## config.mk

```make
export PLATFORM = sky130hd
export DESIGN_NAME = axi_rd_arbiter
export DESIGN_NICKNAME = d
export VERILOG_FILES = /design/src/rtl/axi_rd_arbiter_pkg.sv /design/src/rtl/axi_rd_grant.sv /design/src/rtl/axi_rd_arbiter.sv
export SDC_FILE = /design/constraint.sdc
export NUM_CORES = 1
export LEC_CHECK = 0
export CAP_MARGIN = 20
export CELL_PAD_IN_SITES_DETAIL_PLACEMENT = 1
export CELL_PAD_IN_SITES_GLOBAL_PLACEMENT = 1
export CORE_MARGIN = 2
export CORE_UTILIZATION = 25
export CTS_CLUSTER_SIZE = 28
export DETAILED_ROUTE_END_ITERATION = 10
export PLACE_DENSITY_LB_ADDON = 0.1
export SKIP_LAST_GASP = 1
export SYNTH_ARGS = -nofsm -noshare
export SYNTH_HDL_FRONTEND = slang
export SYNTH_SLANG_ARGS = --single-unit
```

## constraint.sdc

```tcl
create_clock -name aclk -period 1.9 [get_ports aclk]
set_input_delay 0.285 -clock aclk [delete_from_list [all_inputs] [get_ports aclk]]
set_output_delay 0.285 -clock aclk [all_outputs]
set_load 0.005 [all_outputs]
```

## src/rtl/axi_rd_arbiter_pkg.sv

```systemverilog
// Shared types for the cache-side AXI read path.
// Used by axi_rd_arbiter and axi_rd_grant.
package axi_rd_arbiter_pkg;

    localparam logic [1:0] AXI_BURST_INCR = 2'b01;
    localparam logic [1:0] AXI_RESP_OKAY  = 2'b00;

    // Grant select encoding: 0 = instruction side, 1 = data side
    localparam logic GNT_I = 1'b0;
    localparam logic GNT_D = 1'b1;

    typedef enum logic [1:0] {
        IDLE = 2'd0,
        ADDR = 2'd1,
        DATA = 2'd2
    } arb_state_t;

    // Read request as issued by either cache
    typedef struct packed {
        logic [31:0] addr;
        logic [3:0]  len;
        logic [2:0]  size;
    } cache_rd_req_t;

    // Cache miss source
    typedef enum logic {
        SRC_ICACHE = 1'b0,
        SRC_DCACHE = 1'b1
    } cache_src_t;

endpackage

```

## src/rtl/axi_rd_grant.sv

```systemverilog
// Combinational grant select between the two cache read requesters.
// On a tie the side that was not granted last wins (last_gnt).
module axi_rd_grant
    import axi_rd_arbiter_pkg::*;
(
    input  logic i_valid,
    input  logic d_valid,
    input  logic last_gnt,
    output logic gnt_d
);

    // Lone requester wins; a tie goes to the side opposite last_gnt
    always_comb begin
        gnt_d = GNT_I;
        if (d_valid && !i_valid) begin
            gnt_d = GNT_D;
        end else if (d_valid && i_valid) begin
            gnt_d = (last_gnt == GNT_I) ? GNT_D : GNT_I;
        end
    end

endmodule

```

## src/rtl/axi_rd_arbiter.sv

```systemverilog
// Two-requester AXI read arbiter, one outstanding read at a time.
// Optional macro AXI_ARB_ROUND_ROBIN_EN: round-robin tie-break.
module axi_rd_arbiter
    import axi_rd_arbiter_pkg::*;
#(
    parameter logic [3:0] ICACHE_ID = 4'd0,
    parameter logic [3:0] DCACHE_ID = 4'd1
) (
    input  logic        aclk,
    input  logic        aresetn,
    // instruction-side request
    input  logic        i_i_req_valid,
    output logic        o_i_req_ready,
    input  logic [31:0] i_i_req_addr,
    input  logic [3:0]  i_i_req_len,
    input  logic [2:0]  i_i_req_size,
    // data-side request
    input  logic        i_d_req_valid,
    output logic        o_d_req_ready,
    input  logic [31:0] i_d_req_addr,
    input  logic [3:0]  i_d_req_len,
    input  logic [2:0]  i_d_req_size,
    // return path
    output logic        o_i_rvalid,
    output logic        o_d_rvalid,
    output logic [31:0] o_rdata,
    output logic        o_rlast,
    // AXI AR channel
    output logic [3:0]  arid,
    output logic [31:0] araddr,
    output logic [3:0]  arlen,
    output logic [2:0]  arsize,
    output logic [1:0]  arburst,
    output logic        arlock,
    output logic [3:0]  arcache,
    output logic [2:0]  arprot,
    output logic        arvalid,
    input  logic        arready,
    // AXI R channel
    input  logic [3:0]  rid,
    input  logic [31:0] rdata,
    input  logic [1:0]  rresp,
    input  logic        rlast,
    input  logic        rvalid,
    output logic        rready,
    // status
    output logic        o_err,
    output logic        o_busy
);

    arb_state_t    state_q, state_d;
    cache_rd_req_t req_q, req_d;
    logic [3:0]    arid_q, arid_d;
    logic          own_d_q, own_d_d;
    logic [3:0]    beat_q, beat_d;
    logic          arvalid_q, arvalid_d;
    logic          rready_q, rready_d;
    logic          err_q, err_d;
    logic          busy_q, busy_d;

    logic          gnt_d;
    logic          last_gnt;
    logic          gnt_any;
    logic          in_idle;
    cache_rd_req_t i_req, d_req;

`ifdef AXI_ARB_ROUND_ROBIN_EN
    // Side that wins the next tie; starts on the data side
    logic rr_ptr_q, rr_ptr_d;
    assign last_gnt = ~rr_ptr_q;
`else
    assign last_gnt = GNT_I;
`endif

    assign i_req   = '{addr: i_i_req_addr,
                       len:  i_i_req_len,
                       size: i_i_req_size};
    assign d_req   = '{addr: i_d_req_addr,
                       len:  i_d_req_len,
                       size: i_d_req_size};

    assign in_idle = (state_q == IDLE);
    assign gnt_any = in_idle && (i_i_req_valid || i_d_req_valid);

    axi_rd_grant u_grant (
        .i_valid  (i_i_req_valid),
        .d_valid  (i_d_req_valid),
        .last_gnt (last_gnt),
        .gnt_d    (gnt_d)
    );

    // Grant pulse is same-cycle; reset gating keeps it low in reset
    assign o_i_req_ready = aresetn && gnt_any && (gnt_d == GNT_I);
    assign o_d_req_ready = aresetn && gnt_any && (gnt_d == GNT_D);

    assign arid    = arid_q;
    assign araddr  = req_q.addr;
    assign arlen   = req_q.len;
    assign arsize  = req_q.size;
    assign arburst = AXI_BURST_INCR;
    assign arlock  = 1'b0;
    assign arcache = 4'd0;
    assign arprot  = 3'd0;
    assign arvalid = arvalid_q;
    assign rready  = rready_q;
    assign o_err   = err_q;
    assign o_busy  = busy_q;

    // Return beats pass straight through to the owning requester
    assign o_rdata    = rdata;
    assign o_rlast    = rlast;
    assign o_i_rvalid = rready_q && rvalid && (own_d_q == GNT_I);
    assign o_d_rvalid = rready_q && rvalid && (own_d_q == GNT_D);

    // Next-state, latched request, beat count and error tracking
    always_comb begin
        state_d   = state_q;
        req_d     = req_q;
        arid_d    = arid_q;
        own_d_d   = own_d_q;
        beat_d    = beat_q;
        arvalid_d = arvalid_q;
        rready_d  = rready_q;
        err_d     = err_q;
        busy_d    = busy_q;
`ifdef AXI_ARB_ROUND_ROBIN_EN
        rr_ptr_d  = rr_ptr_q;
`endif
        unique case (state_q)
            IDLE: begin
                if (gnt_any) begin
                    state_d   = ADDR;
                    arvalid_d = 1'b1;
                    busy_d    = 1'b1;
                    own_d_d   = gnt_d;
                    arid_d    = gnt_d ? DCACHE_ID : ICACHE_ID;
                    req_d     = gnt_d ? d_req : i_req;
`ifdef AXI_ARB_ROUND_ROBIN_EN
                    rr_ptr_d  = ~gnt_d;
`endif
                end
            end
            ADDR: begin
                if (arvalid_q && arready) begin
                    state_d   = DATA;
                    arvalid_d = 1'b0;
                    rready_d  = 1'b1;
                    beat_d    = req_q.len;
                end
            end
            DATA: begin
                if (rvalid) begin
                    if (rlast && (beat_q != 4'd0)) begin
                        err_d = 1'b1;
                    end
                    if (!rlast && (beat_q == 4'd0)) begin
                        err_d = 1'b1;
                    end
                    if (rid != arid_q) begin
                        err_d = 1'b1;
                    end
                    if (rresp != AXI_RESP_OKAY) begin
                        err_d = 1'b1;
                    end
                    // Saturate: an overrun is flagged, never wrapped
                    if (beat_q != 4'd0) begin
                        beat_d = beat_q - 4'd1;
                    end
                    if (rlast) begin
                        state_d  = IDLE;
                        rready_d = 1'b0;
                        busy_d   = 1'b0;
                        beat_d   = 4'd0;
                    end
                end
            end
            default: begin
                state_d   = IDLE;
                arvalid_d = 1'b0;
                rready_d  = 1'b0;
                busy_d    = 1'b0;
            end
        endcase
    end

    // State and registered outputs, cleared asynchronously
    always_ff @(posedge aclk or negedge aresetn) begin
        if (!aresetn) begin
            state_q   <= IDLE;
            req_q     <= '0;
            arid_q    <= 4'd0;
            own_d_q   <= GNT_I;
            beat_q    <= 4'd0;
            arvalid_q <= 1'b0;
            rready_q  <= 1'b0;
            err_q     <= 1'b0;
            busy_q    <= 1'b0;
`ifdef AXI_ARB_ROUND_ROBIN_EN
            rr_ptr_q  <= GNT_D;
`endif
        end else begin
            state_q   <= state_d;
            req_q     <= req_d;
            arid_q    <= arid_d;
            own_d_q   <= own_d_d;
            beat_q    <= beat_d;
            arvalid_q <= arvalid_d;
            rready_q  <= rready_d;
            err_q     <= err_d;
            busy_q    <= busy_d;
`ifdef AXI_ARB_ROUND_ROBIN_EN
            rr_ptr_q  <= rr_ptr_d;
`endif
        end
    end

endmodule
```

==> impl_metrics.prom <==
# TYPE chip_impl_metric gauge
chip_impl_info{name="outcome",value="complete, but fails checks"} 1
chip_impl_info{name="failed_checks",value="negative hold slack"} 1
chip_impl_metric{name="wl_per_cell",unit="µm"} 15.2
chip_impl_metric{name="synth-xor-area-share",unit="%"} 0.293
chip_impl_metric{name="largest_clock_skew_in_the_final_design",unit="ps"} 3.14
chip_impl_info{name="worst-setup-path-type",value="reg2out"} 1
chip_impl_metric{name="fraction_of_the_mapped_netlist_area_in_compound_gates",unit="%"} 3.55
chip_impl_metric{name="gr-usage-all-layers",unit="%"} 11.6
chip_impl_info{name="cp_top_family",value="buffers and inverters"} 1
chip_impl_metric{name="tns",unit="ps"} 0
chip_impl_metric{name="dr.first_iter.drc_count",unit=""} 41
chip_impl_metric{name="drive_above_1_share",unit="%"} 28.5
chip_impl_metric{name="crit_path_buffers_inverters",unit=""} 1
chip_impl_info{name="min_path_type",value="in2async"} 1
chip_impl_info{name="yosysTopAreaCell",value="dfrtp_1"} 1
chip_impl_metric{name="synth.distinct_cells",unit=""} 38
chip_impl_metric{name="clock.fmax",unit="MHz"} 542
chip_impl_metric{name="net_count_of_the_finished_layout",unit=""} 488
chip_impl_info{name="tritoncts_clock_tree",value="yes"} 1
chip_impl_metric{name="placement.cell_area",unit="µm²"} 4240
chip_impl_metric{name="ctsHtreeMaxLevel",unit=""} 2
chip_impl_metric{name="cellLeakagePower",unit="nW"} 1.80
chip_impl_info{name="ctsRootBufferMaster",value="clkbuf_16"} 1
chip_impl_metric{name="synth.yosys.warnings",unit=""} 0
chip_impl_metric{name="routed_via_density",unit=""} 4.33
chip_impl_metric{name="post_cts_setup_buffers",unit=""} 0
chip_impl_metric{name="vert_die_dim",unit="µm"} 113
chip_impl_metric{name="critical_path.max_fanout",unit=""} 4
chip_impl_metric{name="flow.area_growth_from_synthesis",unit="%"} 46.7
chip_impl_metric{name="timing.critical_path.slowest_cell_delay",unit="ps"} 520
chip_impl_metric{name="synth_seq_cells",unit=""} 50
chip_impl_metric{name="grt_max_degree",unit=""} 37
chip_impl_metric{name="fp.dieArea",unit="µm²"} 12900
chip_impl_info{name="path_cells",value="nor2_2 -> and3_1 -> clkdlybuf4s50_1"} 1
chip_impl_metric{name="floorplan.core_area",unit="µm²"} 11600
chip_impl_info{name="critical_path.startpoint_type",value="flip-flop"} 1
chip_impl_metric{name="buffer_ports.inserted",unit=""} 139
chip_impl_info{name="critical_path.slowest_cell",value="clkdlybuf4s50_1"} 1
chip_impl_info{name="largest_family_of_logic_cells_by_synthesized_area",value="multiplexers"} 1
chip_impl_metric{name="dr_total_vias",unit=""} 2186
chip_impl_metric{name="synth_top_area_share",unit="%"} 41.8
chip_impl_metric{name="antenna_cells_inserted",unit=""} 0
chip_impl_metric{name="regArea",unit="µm²"} 1250
chip_impl_metric{name="initial_core_util",unit="%"} 25.9
chip_impl_metric{name="antenna_left",unit=""} 0
chip_impl_metric{name="grt_antenna_before_repair",unit=""} 1
chip_impl_metric{name="drtPass1Iterations",unit=""} 4
chip_impl_metric{name="mappedNetlistArea",unit="µm²"} 2990
chip_impl_metric{name="netlist_instances",unit=""} 252
chip_impl_metric{name="synth_mux_area_share",unit="%"} 29.6
chip_impl_metric{name="synthesis.area_per_instance",unit="µm²"} 11.9
chip_impl_metric{name="timing_hold_violations_final",unit=""} 11
chip_impl_metric{name="finish.instance_area",unit="µm²"} 4390
chip_impl_info{name="setup_repair_after_global_routing_missed_its_margin",value="true"} 1
chip_impl_metric{name="synth_adder_area_share",unit="%"} 1.25
chip_impl_metric{name="timing_max_transition_violations_final",unit=""} 0
chip_impl_metric{name="clk_transition_reported_paths",unit="ps"} 60
chip_impl_metric{name="overflow",unit=""} 0
chip_impl_metric{name="min_period",unit="ps"} 1850
chip_impl_metric{name="final.fill_count",unit=""} 1304
chip_impl_metric{name="ys_seq_area_share",unit="%"} 41.8
chip_impl_metric{name="clockBufferDepth",unit=""} 2
chip_impl_metric{name="clock-sinks",unit=""} 50
chip_impl_metric{name="routed_wirelength",unit="µm"} 7670
chip_impl_metric{name="drc_errors",unit=""} 0
chip_impl_metric{name="chipWidth",unit="µm"} 113
chip_impl_metric{name="multi_input_comb_area",unit="µm²"} 1330
chip_impl_metric{name="cellPowerDensity",unit="nW/µm²"} 1270
chip_impl_metric{name="grt_pass1_wl",unit="µm"} 11900
chip_impl_info{name="worstSetupEndpointType",value="output port"} 1
chip_impl_metric{name="io_pins",unit=""} 217
chip_impl_metric{name="clk-insertion-delay-late",unit="ps"} 280
chip_impl_metric{name="yosys.area_share.simple",unit="%"} 7.61
chip_impl_metric{name="max-vdd-ir-drop",unit="mV"} 0.503
chip_impl_metric{name="cts_inserted_buffers",unit=""} 5
chip_impl_metric{name="dp_hpwl",unit="µm"} 6180
chip_impl_metric{name="period_share",unit="%"} 97.2
chip_impl_metric{name="place_worst_setup_slack",unit="ps"} -80.0
chip_impl_metric{name="timing.final.ws_setup",unit="ps"} 54.1
chip_impl_metric{name="cp_data_required_time",unit="ps"} 1620
chip_impl_metric{name="totalPowerFinal",unit="mW"} 5.58
chip_impl_metric{name="setup_viol",unit=""} 0
chip_impl_info{name="ys_top_cells_by_area",value="dfrtp_1, mux2_2, buf_4"} 1
chip_impl_metric{name="max_cap_viol_count",unit=""} 0
chip_impl_metric{name="worst-endpoint-arrival",unit="ps"} 1560
chip_impl_metric{name="grt_pass1_vias",unit=""} 2408
chip_impl_metric{name="placer_congestion_estimate",unit=""} 0.704
chip_impl_metric{name="holdWs",unit="ps"} -2.37
chip_impl_metric{name="floorplan.rows",unit=""} 39
chip_impl_metric{name="cts_hold_repair.buffers",unit=""} 0
==> registers in the layout, indices dropped and copies added, names as in the netlist, 2 cells and up <==
name     flops
beat_q       4
arlen        4
arsize       3
state_q      2
araddr      32
==> cell usage in the layout (no fill, tap or decap), types with 3 or more instances in the layout <==
cell type,count
ha_1,3
mux2_2,76
conb_1,13
clkdlybuf4s50_1,136
nor3_1,3
mux2i_1,3
inv_1,7
clkbuf_16,5
nor2_1,3
a21oi_1,4
dfrtp_1,49
buf_4,12
nand2_1,9
==> synth_stat cells <==
| cell type | count |
|---|---|
| a21o_1 | 1 |
| a21oi_1 | 4 |
| a22o_1 | 1 |
| a2bb2oi_1 | 2 |
| a31o_2 | 1 |
| a31oi_1 | 1 |
| and3_1 | 2 |
| and3b_1 | 1 |
| and4b_1 | 1 |
| and4bb_2 | 1 |
| buf_2 | 5 |
| buf_4 | 49 |
| buf_6 | 4 |
| clkbuf_1 | 1 |
| conb_1 | 2 |
| dfrtp_1 | 50 |
| ha_1 | 3 |
| inv_1 | 7 |
| mux2_2 | 76 |
| mux2i_1 | 3 |
| nand2_1 | 9 |
| nand3_1 | 2 |
| nand3b_1 | 1 |
| nand4_1 | 2 |
| nand4b_1 | 2 |
| nand4bb_1 | 2 |
| nor2_1 | 4 |
| nor2_2 | 1 |
| nor2b_1 | 1 |
| nor3_1 | 3 |
| nor3_4 | 1 |
| nor3b_1 | 2 |
| nor4_1 | 1 |
| o2111ai_1 | 2 |
| o21ai_0 | 1 |
| o22a_1 | 1 |
| o22ai_1 | 1 |
| xnor2_1 | 1 |
==> cells by family (layout without fill, tap and decap cells) <==
family,Yosys count,in the layout
AOI/OAI and AO/OA,15,15
xor gates and xnor gates,1,1
adders and majority gates,3,3
buffers and inverters,66,165
DFF,50,50
muxes,79,79
other,2,13
and+or+nand+nor,36,36
==> worst paths after layout <==
| check | start | end | slack [ps] | cells after the start |
|---|---|---|---|---|
| worst max-delay path | state_q[0]$_DFFE_PN0P_ | o_d_req_ready | 50 | 3 |
| worst min-delay path | aresetn | o_err$_DFFE_PN0P_ | -2 | 2 |
| worst max register to register | beat_q[0]$_DFFE_PN0P_ | beat_q[2]$_DFFE_PN0P_ | 240 | 7 |
| worst min register to register | o_err$_DFFE_PN0P_ | o_err$_DFFE_PN0P_ | 470 | 1 |
| max in group asynchronous | aresetn | beat_q[3]$_DFFE_PN0P_ | 1460 | 2 |
| min in group aclk | o_err$_DFFE_PN0P_ | o_err$_DFFE_PN0P_ | 470 | 1 |
==> layer usage <==
| layer | share of wire [%] | wire length (µm) | global-route usage (%) |
|---|---|---|---|
| met2 | 50 | 3860 | 21.2 |
| met5 | 0.17 | 13 | 0 |
| met4 | 1.3 | 102 | 3.25 |
| met1 | 39 | 2970 | 12.8 |
| met3 | 9.4 | 723 | 4.04 |
==> area by class of cell <==
class                   count  area share (%)
inverters                   7           0.599
flip-flops and latches     50            28.5
clock buffers               7            3.02
well taps                 143            4.08
multi-input cells         147            30.3
repair buffers            151            33.5
==> what timing repair did <==
action,4_1_cts,5_1_grt
setup endpoints to repair,2,3
cloned,0,0
resized for setup,2,3
pin swaps,0,0
==> report_power, final <==
group / internal, mW / total, mW / leakage [nW] / switching [mW]
clock network: 0.482 / 0.834 / 0.0640 / 0.351
logic: 1.83 / 2.78 / 1.15 / 0.948
registers: 1.62 / 1.97 / 0.580 / 0.354
==> metrics by stage <==
| step | util (%) | instances |
|---|---|---|
| floorplan | - | 263 |
| global placement | 36.7 | 498 |
| detailed placement | 36.7 | 498 |
| CTS | 37.8 | 505 |
| global route | 38.0 | 505 |
| finish | 38.0 | 505 |
No activity file was read; power rests on OpenSTA's default activity.
